[src/rtl/oh_hshake_tx_pkg.sv]
// oh_hshake_tx_pkg: shared state encoding and defaults for the handshake transmitter
package oh_hshake_tx_pkg;
    localparam logic [1:0] ST_IDLE = 2'd0;
    localparam logic [1:0] ST_REQ  = 2'd1;
    localparam logic [1:0] ST_REL  = 2'd2;
    localparam int TMAX_DEF = 1000;
    // The unused encoding 3 behaves exactly like IDLE
    function automatic logic [1:0] st_decode(input logic [1:0] s);
        return (s == ST_REQ || s == ST_REL) ? s : ST_IDLE;
    endfunction
endpackage

[src/rtl/oh_hshake_tx_if.sv]
// oh_hshake_tx_if: upstream valid/ready, remote req/ack and status signals of the transmitter
interface oh_hshake_tx_if #(parameter int DW = 32);
    logic          in_valid;
    logic [DW-1:0] in_data;
    logic          in_ready;
    logic          tx_req;
    logic [DW-1:0] tx_data;
    logic          rx_ack;
    logic          done;
    logic          busy;
    logic          err;
    logic          err_clr;
    modport master (input in_valid, in_data, rx_ack, err_clr,
                    output in_ready, tx_req, tx_data, done, busy, err);
    modport slave (output in_valid, in_data, rx_ack, err_clr,
                   input in_ready, tx_req, tx_data, done, busy, err);
endinterface

[src/rtl/oh_hshake_sync.sv]
// oh_hshake_sync: PS-stage single-bit synchronizer with synchronous active-low reset
module oh_hshake_sync #(
    parameter int PS = 2
) (
    input  logic clk,
    input  logic nreset,
    input  logic din,
    output logic dout
);
    (* ASYNC_REG = "TRUE" *) logic [PS-1:0] chain;
    // Shift the asynchronous input through the flop chain
    always_ff @(posedge clk) begin
        if (!nreset) chain <= '0;
        else chain <= {chain[PS-2:0], din};
    end
    assign dout = chain[PS-1];
endmodule

[src/rtl/oh_hshake_tx.sv]
// oh_hshake_tx: source side of a 4-phase req/ack crossing with sticky phase timeout
module oh_hshake_tx
    import oh_hshake_tx_pkg::*;
#(
    parameter int DW   = 32,
    parameter int PS   = 2,
    parameter int TW   = 16,
    parameter int TMAX = TMAX_DEF
) (
    input logic clk,
    input logic nreset,
    oh_hshake_tx_if.master io
);
    logic [1:0]    state;
    logic [1:0]    st;
    logic [TW-1:0] cnt;
    logic [DW-1:0] data;
    logic          ack_s;
    logic          req;
    logic          dn;
    logic          er;
    logic          accept;
    logic          exit_c;
    logic          fire;

    oh_hshake_sync #(.PS(PS)) u_sync (
        .clk(clk),
        .nreset(nreset),
        .din(io.rx_ack),
        .dout(ack_s)
    );

    assign st     = st_decode(state);
    assign accept = (st == ST_IDLE) && !ack_s && io.in_valid;
    assign exit_c = (st == ST_REQ && ack_s) || (st == ST_REL && !ack_s);
    assign fire   = (st != ST_IDLE) && !exit_c && (cnt == TW'(TMAX - 1));

    // Handshake sequencing: accept, raise req, wait ack, drop req, wait ack release
    always_ff @(posedge clk) begin
        if (!nreset) begin
            state <= ST_IDLE;
            req   <= 1'b0;
            data  <= '0;
            dn    <= 1'b0;
            cnt   <= '0;
        end else begin
            dn    <= 1'b0;
            state <= st;
            if (accept) begin
                data  <= io.in_data;
                req   <= 1'b1;
                cnt   <= '0;
                state <= ST_REQ;
            end else if (st == ST_REQ && ack_s) begin
                req   <= 1'b0;
                cnt   <= '0;
                state <= ST_REL;
            end else if (st == ST_REL && !ack_s) begin
                dn    <= 1'b1;
                cnt   <= '0;
                state <= ST_IDLE;
            end else if (st != ST_IDLE) begin
                cnt <= (&cnt) ? cnt : cnt + 1'b1;
            end
        end
    end

    // Sticky timeout flag; a new timeout beats a same-cycle clear
    always_ff @(posedge clk) begin
        if (!nreset) er <= 1'b0;
        else er <= fire ? 1'b1 : (io.err_clr ? 1'b0 : er);
    end

    assign io.in_ready = (st == ST_IDLE) && !ack_s;
    assign io.busy     = (st != ST_IDLE);
    assign io.tx_req   = req;
    assign io.tx_data  = data;
    assign io.done     = dn;
    assign io.err      = er;
endmodule

[src/flat_wrapper.sv]
// flat-port wrapper written by rule: the top's interface ports become plain ports
module oh_hshake_tx_flat import oh_hshake_tx_pkg::*;
#(
    parameter int DW   = 32,
    parameter int PS   = 2,
    parameter int TW   = 16,
    parameter int TMAX = TMAX_DEF
)
  (clk, nreset, io_in_valid, io_in_data, io_rx_ack, io_err_clr, io_in_ready, io_tx_req, io_tx_data, io_done, io_busy, io_err);
  oh_hshake_tx_if #(.DW(DW)) io_i ();
  input logic clk;
  input logic nreset;
  input wire logic [$bits(io_i.in_valid)-1:0] io_in_valid;
  input wire logic [$bits(io_i.in_data)-1:0] io_in_data;
  input wire logic [$bits(io_i.rx_ack)-1:0] io_rx_ack;
  input wire logic [$bits(io_i.err_clr)-1:0] io_err_clr;
  output wire logic [$bits(io_i.in_ready)-1:0] io_in_ready;
  output wire logic [$bits(io_i.tx_req)-1:0] io_tx_req;
  output wire logic [$bits(io_i.tx_data)-1:0] io_tx_data;
  output wire logic [$bits(io_i.done)-1:0] io_done;
  output wire logic [$bits(io_i.busy)-1:0] io_busy;
  output wire logic [$bits(io_i.err)-1:0] io_err;
  assign io_i.in_valid = io_in_valid;
  assign io_i.in_data = io_in_data;
  assign io_i.rx_ack = io_rx_ack;
  assign io_i.err_clr = io_err_clr;
  assign io_in_ready = io_i.in_ready;
  assign io_tx_req = io_i.tx_req;
  assign io_tx_data = io_i.tx_data;
  assign io_done = io_i.done;
  assign io_busy = io_i.busy;
  assign io_err = io_i.err;
  oh_hshake_tx #(.DW(DW), .PS(PS), .TW(TW), .TMAX(TMAX)) u_core (.clk(clk), .nreset(nreset), .io(io_i));
endmodule
[config.mk]
export PLATFORM = sky130hd
export DESIGN_NAME = oh_hshake_tx_flat
export DESIGN_NICKNAME = d
export VERILOG_FILES = /design/src/rtl/oh_hshake_tx_pkg.sv /design/src/rtl/oh_hshake_tx_if.sv /design/src/rtl/oh_hshake_sync.sv /design/src/rtl/oh_hshake_tx.sv /design/src/flat_wrapper.sv
export SDC_FILE = /design/constraint.sdc
export NUM_CORES = 1
export LEC_CHECK = 0
export ABC_AREA = 1
export CAP_MARGIN = 20
export CORE_MARGIN = 4
export CORE_UTILIZATION = 35
export DETAILED_ROUTE_END_ITERATION = 10
export HOLD_SLACK_MARGIN = 0.12
export PLACE_DENSITY = 0.73
export SYNTH_ARGS = -nofsm -noshare
export SYNTH_HDL_FRONTEND = slang
export SYNTH_HIERARCHICAL = 1
export SYNTH_SLANG_ARGS = --single-unit
export TNS_END_PERCENT = 30
[constraint.sdc]
create_clock -name clk -period 3.7 [get_ports clk]
set_clock_uncertainty 0.05 [all_clocks]
set_input_delay 0.555 -clock clk [delete_from_list [all_inputs] [get_ports clk]]
set_output_delay 0.555 -clock clk [all_outputs]
set_load 0.01 [all_outputs]
* Word level (Yosys, flattened, before mapping)
Cells that the tools add are included.
** Cells by class
- Div/mod/pow operators :: 0
- Muxes and demuxes :: 9
- Bitwise logic cells :: 2
- Equality and inequality tests :: 5
- $mul :: 0
- $add $sub $neg :: 1
- Magnitude comparators :: 0
- Shifts and indexed selects :: 0
- Reductions and logical operators :: 19
** Operators with widths (count)
- $add A16 B1 Y16 const B :: 1
- $eq A16 B10 Y1 const B :: 1
- $reduce_and A16 Y1 :: 1
- $logic_and A1 B1 Y1 :: 6
- $mux W1 :: 6
- $mux W2 :: 3
- $reduce_bool A2 Y1 :: 3
- $eq A2 B1 Y1 const B :: 2
- $eq A2 B2 Y1 const B :: 2
- $reduce_or A4 Y1 :: 1
- $reduce_or A3 Y1 :: 1
- $logic_not A1 Y1 :: 2
- $logic_not A2 Y1 :: 1
- $logic_or A1 B1 Y1 :: 2
- $not A1 Y1 :: 2
- $reduce_and A2 Y1 :: 1
- $reduce_or A2 Y1 :: 1
** Word-level totals
- Bits of input ports :: 37
- ROM bits :: 0
- Flip-flop bits (word level) :: 55
- Bits in writable memories :: 0
- Bits in latches :: 0
- Memories kept :: 0

* Depth between registers and ports, before layout
- Word-level depth :: 10
- Depth in mapped cells :: 10

* Hierarchy
Netlist, hierarchy kept.
** By module, submodules not included
- oh_hshake_tx :: times used 1, area an instance 2378.5 sq um, cells each 330
- oh_hshake_sync :: times used 1, area an instance 55.1 sq um, cells each 6

* Worst setup path after synthesis
OpenSTA, ideal clock, no wires.
- Path kind :: flip-flop to output port
- Start point :: reg u_core.state[0]
- End point :: out io_in_ready
- Arrival time :: 1.195 ns
- Cell stages (with the launch flop) :: 6
- Buffers on the path :: 1
- Data required time :: 3.095 ns
- Path slack :: 1.900 ns
- Path through :: dfxtp_1 -> inv_1 -> ha_1 -> inv_2 -> nor2_4 -> buf_2
** On the way
- Cells in the longest elaborated chain, start to end :: 5
- Elaborated cells on any way between the ends :: 6
- Those cells by class :: 2 x eq/ne; 1 x mux; 3 x reduce/logical
** Ends and longest elaborated chain
- start: declaration :: RTL line oh_hshake_tx.sv:14 : logic [1:0] state;
- start signal: assignment :: RTL line oh_hshake_tx.sv:48 : state <= st;
- $eq A2 B1 Y1 / $eq A2 B2 Y1 (equally long branches) :: RTL line oh_hshake_tx_pkg.sv:9 : return (s == ST_REQ || s == ST_REL) ? s : ST_IDLE;
- $logic_or A1 B1 Y1 :: RTL line oh_hshake_tx_pkg.sv:9
- $mux W2 (*) :: RTL line oh_hshake_tx_pkg.sv:9
- $logic_not A2 Y1 (*) :: RTL line oh_hshake_tx.sv:74 : assign io.in_ready = (st == ST_IDLE) && !ack_s;
- $logic_and A1 B1 Y1 (*) :: RTL line oh_hshake_tx.sv:74
- end: declaration :: RTL line flat_wrapper.sv:17 : output wire logic [$bits(io_i.in_ready)-1:0] io_in_ready;
Every way passes the cells marked *; elsewhere a longest branch is shown, timed or not.

* Worst setup path after layout
Ends and elaborated chain as after synthesis.

==> run_results.csv <==
group,metric,value,unit
outcome,outcome,"completed",
final_layout,stdcell_area,0.003314,mm2
timing,unrepaired_setup_endpoints_after_global_routing,"false",
detailed_routing,ant_nets,0,
synth,syn-cell-area,0.002434,mm2
setup_path,worst-endpoint-arrival,1.89,ns
synth,synth_largest_type_area_fraction,45.24,%
global_route,grt_max_degree,36,
detailed_routing,firstDrtPassIters,4,
synth,syn_nets,378,
clock_tree,clock_tree.root_cell,"sky130_fd_sc_hd__clkbuf_8",
floorplanning,die-area,0.008351,mm2
global_route,first_global_vias,2199,
detailed_routing,route.detailed.vias_per_inst,4.811,
global_route,grt_antenna_before_repair,0,
timing,min_period_over_period,67.45,%
timing,report.final.slew_viol_count,0,
synth,synth-adder-area-share,2.571,%
global_route,grt_remaining_overflow,0,
final_layout,antennaDiodeCount,0,
detailed_routing,drc,0,
power,power.leakage,1.190,nW
detailed_routing,drtIter0Drc,86,
synth,synth_top_family_by_area,"simple AND/OR/NAND/NOR gates",
placement,placedInstanceArea,0.003219,mm2
power,pwr_density_cell,362.2,mW/mm2
synth,synthTopCellsByArea,"sky130_fd_sc_hd__dfxtp_1, sky130_fd_sc_hd__nand2_1, sky130_fd_sc_hd__a21oi_1, sky130_fd_sc_hd__nand3_1, sky130_fd_sc_hd__nor2_1",
synth,synth_area_in_xor_xnor,0,%
floorplanning,floorplan_die_height,91.39,um
placement,dp.final_hpwl,4284,um
synth,synth.ff_latch_count,55,
synth,ys_warn_count,6,
setup_path,cp.required,3.09,ns
synth,synth-seq-area-share,45.24,%
floorplanning,row_count,30,
clock_tree,clk_pin_slew_worst_paths,0.10,ns
clock_tree,numCtsBuffers,5,
global_route,grt_pass1_wl,10170,um
timing,worstMarginPinSlew,0.3817,ns
timing,finalWorstPathRequiredPeriod,2.496,ns
floorplanning,floorplan.initialDensity,36.02,%
clock_tree,insertion_delay,0.30,ns
detailed_routing,route.final.wire_length,6067,um
clock_tree,ctsHtreeMaxLevel,2,
detailed_routing,route.vias.total,2338,
setup_path,criticalPathCategory,"flop to output pin",
power,worst_ir_drop_vdd,0.0002101,V
floorplanning,num_io_pins,74,
final_layout,final_nets,447,
timing,hold_violations,0,
final_layout,drive_above_1_share,6.650,%
clock_tree,ctsResizeCount,0,
flow_run,timing.max_cap.violations,0,
timing,final.setup.tns,0,ns
synth,post_synth_num_cell_types,21,
clock_tree,cts.hold.buffers_added,0,
timing,slew_headroom,74.50,%
setup_path,crit_fanout,6,
synth,synthMuxAreaShare,0,%
timing,report.final.setup_viol,0,
floorplanning,die_w,91.39,um
global_route,grt.total_usage,14.64,%
placement,globalplace.congestion,0.8600,
setup_path,worst_setup_path_end_kind,"output pin",
clock_tree,tritoncts,"yes",
clock_tree,cts.sink_count,55,
setup_path,crit_path_start_kind,"flop",
synth,synth_simple_gate_area_share,36.20,%
synth,post-synth-top-area-cell,"sky130_fd_sc_hd__dfxtp_1",
placement,portBuffers,73,
clock_tree,max-clock-path-buffers,2,
synth,synth-compound-area-share,9.666,%
clock_tree,cts.repair_timing.setup_buffer_count,0,
synth,netlist_instances,336,
final_layout,final_core_density,49.06,%
detailed_routing,routedWlPerCell,12.48,um
timing,clock.fmax,400.7,MHz
worst_hold_path,hold_path.class,"flop to flop",
floorplanning,core_area,0.006756,mm2
synth,synth.avg_cell_area,7.243,um2
final_layout,syn2layout_area_growth,36.20,%
[synth_stat cells (all sizes together)]
cell	n
nor2	54
nor3	4
ha	5
dfxtp	55
nand4	3
buf	7
o21ai	1
nand3	45
a21oi	46
inv	20
clkbuf	8
clkinv	1
nand2	87
[worst paths after layout]
kind              slack [ns]  depth (start not counted)                    from                endpoint
setup reg to reg        1.60                          9         u_core/state[0]   u_core/io.tx_data[13]
setup / recovery        1.20                          5         u_core/state[0]             io_in_ready
hold / removal          0.37                          2  u_core/u_sync/chain[0]  u_core/u_sync/chain[1]
hold reg to reg         0.37                          2  u_core/u_sync/chain[0]  u_core/u_sync/chain[1]
[cells by family after synthesis]
group / after synthesis
adder cells (fa/ha/maj): 5
flip-flops: 55
buffers and inverters: 36
AO/OA/AOI/OAI: 47
AND/OR/NAND/NOR: 193
[where the power goes]
part	internal, mW	switching, mW	total (mW)
Combinational	0.111	0.104	0.216
Sequential	0.620	0.0157	0.636
Clock	0.154	0.195	0.349
[cell type report]
| type | instances | area, um2 |
|---|---|---|
| clock buffer | 7 | 86.33 |
| clock inverter | 1 | 8.758 |
| fill | 677 | 3442 |
| inverter | 21 | 78.83 |
| multi-input combinational | 245 | 1179 |
| sequential | 55 | 1101 |
| tap | 80 | 100.1 |
| timing repair buffer | 77 | 760.7 |
[per-layer routing]
metal	vias up	GRT usage (%)	wire [um]
met3	4	8.285	749
met5	-	0	0
met2	74	22.40	2616
met1	1040	17.77	2660
met4	0	3.392	40
li1	1220	-	-
[critical path, stage by stage, from the launching register on]
cell                              delay, ns
sky130_fd_sc_hd__dfxtp_1               0.37
sky130_fd_sc_hd__inv_1                 0.08
sky130_fd_sc_hd__ha_1                  0.42
sky130_fd_sc_hd__inv_2                 0.09
sky130_fd_sc_hd__nor2_4                0.09
sky130_fd_sc_hd__clkdlybuf4s50_1       0.54
[registers in the layout (all words and copies together) (netlist names)]
register / flops
u_core/io.tx_data: 32
u_core/cnt: 16
u_core/state: 2
u_core/u_sync/chain: 2
u_core/io.done: 1
u_core/io.err: 1
u_core/io.tx_req: 1
[placed cells by master, fill, tap and decap left out]
master / instances
sky130_fd_sc_hd__nand3_2: 1
sky130_fd_sc_hd__o21ai_0: 1
sky130_fd_sc_hd__nand2_2: 5
sky130_fd_sc_hd__clkdlybuf4s50_1: 73
sky130_fd_sc_hd__clkinv_4: 1
sky130_fd_sc_hd__nor2_2: 1
sky130_fd_sc_hd__nor2_4: 7
sky130_fd_sc_hd__nand2_1: 82
sky130_fd_sc_hd__a21oi_1: 46
sky130_fd_sc_hd__clkinv_1: 1
sky130_fd_sc_hd__inv_1: 19
sky130_fd_sc_hd__ha_1: 5
sky130_fd_sc_hd__clkbuf_8: 6
sky130_fd_sc_hd__inv_2: 1
sky130_fd_sc_hd__nand3_1: 44
sky130_fd_sc_hd__nor2_1: 46
sky130_fd_sc_hd__nor3_1: 4
sky130_fd_sc_hd__clkbuf_1: 1
sky130_fd_sc_hd__nand4_1: 2
sky130_fd_sc_hd__buf_4: 4
sky130_fd_sc_hd__dfxtp_1: 55
sky130_fd_sc_hd__nand4_4: 1
[through the flow]
stage          instances  power [mW]  setup slack [ns]  hold slack (ns)
3_5_place_dp         478      0.8651             1.550           0.3537
3_3_place_gp         478      0.8617             1.581           0.3485
5_1_grt              486       1.271             1.064           0.3961
6_report             486       1.200             1.204           0.3737
4_1_cts              486       1.214             1.188           0.3769
2_1_floorplan        336      0.7516             1.900           0.3400
Power figures use the tool's default switching activity.
==> RTL change (same settings) <==
Set the package constant `TMAX_DEF` to 500 (it was 1000).
--- a/src/rtl/oh_hshake_tx_pkg.sv
+++ b/src/rtl/oh_hshake_tx_pkg.sv
@@ -3,7 +3,7 @@
     localparam logic [1:0] ST_IDLE = 2'd0;
     localparam logic [1:0] ST_REQ  = 2'd1;
     localparam logic [1:0] ST_REL  = 2'd2;
-    localparam int TMAX_DEF = 1000;
+    localparam int TMAX_DEF = 500;
     // The unused encoding 3 behaves exactly like IDLE
     function automatic logic [1:0] st_decode(input logic [1:0] s);
         return (s == ST_REQ || s == ST_REL) ? s : ST_IDLE;
Behaviour: no difference found for any inputs over 10 cycles, from zero or initial values and one cycle with nreset low; that may be too few to reach the edited logic, so the function may still have changed.
==> RTL change against the unedited design <==
  * Setup slack got worse by 340 ps
  * Power increased by 0.34%
  * Worst hold slack improved by 1.6 ps
  * Design area decreased by 0.91%
  * Via count decreased by 0.68%
  * Core utilization decreased by 0.44 points
  * Sequential cell count unchanged
  * Routed wire length decreased by 2.8%
  * Synthesized area decreased by 0.82%
  * Critical endpoint unchanged
  * Largest cell class unchanged
  * Largest power group unchanged
  * Highest routed layer unchanged
==> RTL change: results (changes against the unedited design) <==
post-DP HPWL=4220 um (-1.4%); first-pass GRT wire length=9840 um (-3.3%); # nets final=445 (-0.45%); static leakage=1.21 nW (+1.4%); Seq/Total Area, Yosys=45.6% (+0.38 points); CP arrival=2230 ps (+340 ps); Mapped Nets=377 (-0.26%); GP Congestion=0.814 (-5.3%); GRT Util Overall=14.4% (-0.22 points); status=complete, no violations; dpl ws=1230 ps (-325 ps); postcts setup bufs=0 (unchanged); Rel. slew slack=73.7% (-0.78 points); R2R Path Start=u_core/state[0]$_SDFF_PN0_; Filler cells=659 (-2.7%); iteration count of the initial detailed-routing pass=4 (unchanged); switching share of total power=27.7% (+1.5 points); fin area=0.00328 mm^2 (-0.91%); via/cell ratio=4.80 (-0.27%); vias in the first global route=2171 (-1.3%); Synth cell types=21 (unchanged); Setup CP Type=flip-flop to output pin; Cell Area, Placed=0.00319 mm^2 (-0.97%); largest net degree at the start of global routing=36 (unchanged); PortBufs=73 (unchanged); hold_sp=u_core/u_sync/chain[0]$_SDFF_PN0_; max reg flops=32 (unchanged); Starting DRT DRC Count=103 (+20%); Synth area leader=dfxtp_1; Critical Path Fanout Max=33 (+27); Num CTS Buffers=5 (unchanged); Async SR Flop Fraction=0% (unchanged); CTS Buffer Depth=2 (unchanged); commonest cells in the netlist=nand2_1 (81), dfxtp_1 (55), a21oi_1 (50); Min-Delay Path Class=flip-flop to flip-flop; WL final=5900 um (-2.8%); clock latency on the worst-skew pair=320 ps (+20 ps); top post-synthesis cells by area=dfxtp_1 (46%), nand2_1 (13%), a21oi_1 (10%), nand3_1 (9.7%), nor2_1 (7.2%); antenna violations before repair=0 (unchanged); share of cells above drive strength 1=5.69% (-0.96 points); Peak VDD IR=0.194 mV (-7.5%)
-- RTL change: cell count changes after synthesis, sizes merged, moves of 2 or more --
cell    unedited run  this run
a21oi             46        50
nand3             45        48
nor2              54        52
clkbuf             8        10
nand2             87        82
nor3               4         0
-- RTL change: power by group through the flow --
stage / clock network [mW] / logic [mW] / registers [mW]
floorplan: 0 / 0.0917 / 0.660
global placement: 0 / 0.213 / 0.648
detailed placement: 0 / 0.215 / 0.649
CTS: 0.367 / 0.216 / 0.636
global route: 0.396 / 0.236 / 0.640
finish: 0.355 / 0.213 / 0.636
-- RTL change: cell type report --
cell class | instances | area share (%)
multi-input cells | 242 | 34.8
flip-flops and latches | 55 | 33.5
repair buffers | 77 | 23.2
well taps | 80 | 3.05
inverters | 22 | 2.51
clock buffers | 5 | 2.10
clock inverters | 3 | 0.838
-- RTL change: worst max-delay path, stage by stage, from the launching register on --
cell,delay [ps]
dfxtp_1,370
inv_1,70
ha_1,370
inv_2,90
nor2_2,80
buf_4,320
clkdlybuf4s50_1,610
-- RTL change: stage by stage --
stage	std cells	hold WS, ps
after global placement	476	351
after CTS	484	379
after global routing	484	400
after floorplan	335	340
final	484	375
after detailed placement	476	355
-- RTL change: cell families (layout without fill, tap and decap cells) --
| family | after synthesis | in the layout | share of synthesized area (%) |
|---|---|---|---|
| compound gates | 52 | 52 | 10.8 |
| fa+ha+maj | 5 | 5 | 2.59 |
| buf+inv | 38 | 107 | 7.00 |
| flops | 55 | 55 | 45.6 |
| simple gates | 185 | 185 | 34.0 |
-- RTL change: per-layer routing --
metal  GRT usage (%)  wire, um  vias up
li1                -         -     1215
met1            17.2      2610     1043
met2            22.1      2580       57
met3            7.79       637        7
met4            4.77        73        0
met5               0         0        -
-- RTL change: final timing paths --
path	endpoint	slack [ps]	cells after the start
setup reg to reg	u_core/cnt[12]$_SDFFE_PP0P_	1730	7
setup / recovery	io_in_ready	870	6
hold reg to reg	u_core/u_sync/chain[1]$_SDFF_PN0_	380	2
hold / removal	u_core/u_sync/chain[1]$_SDFF_PN0_	380	2
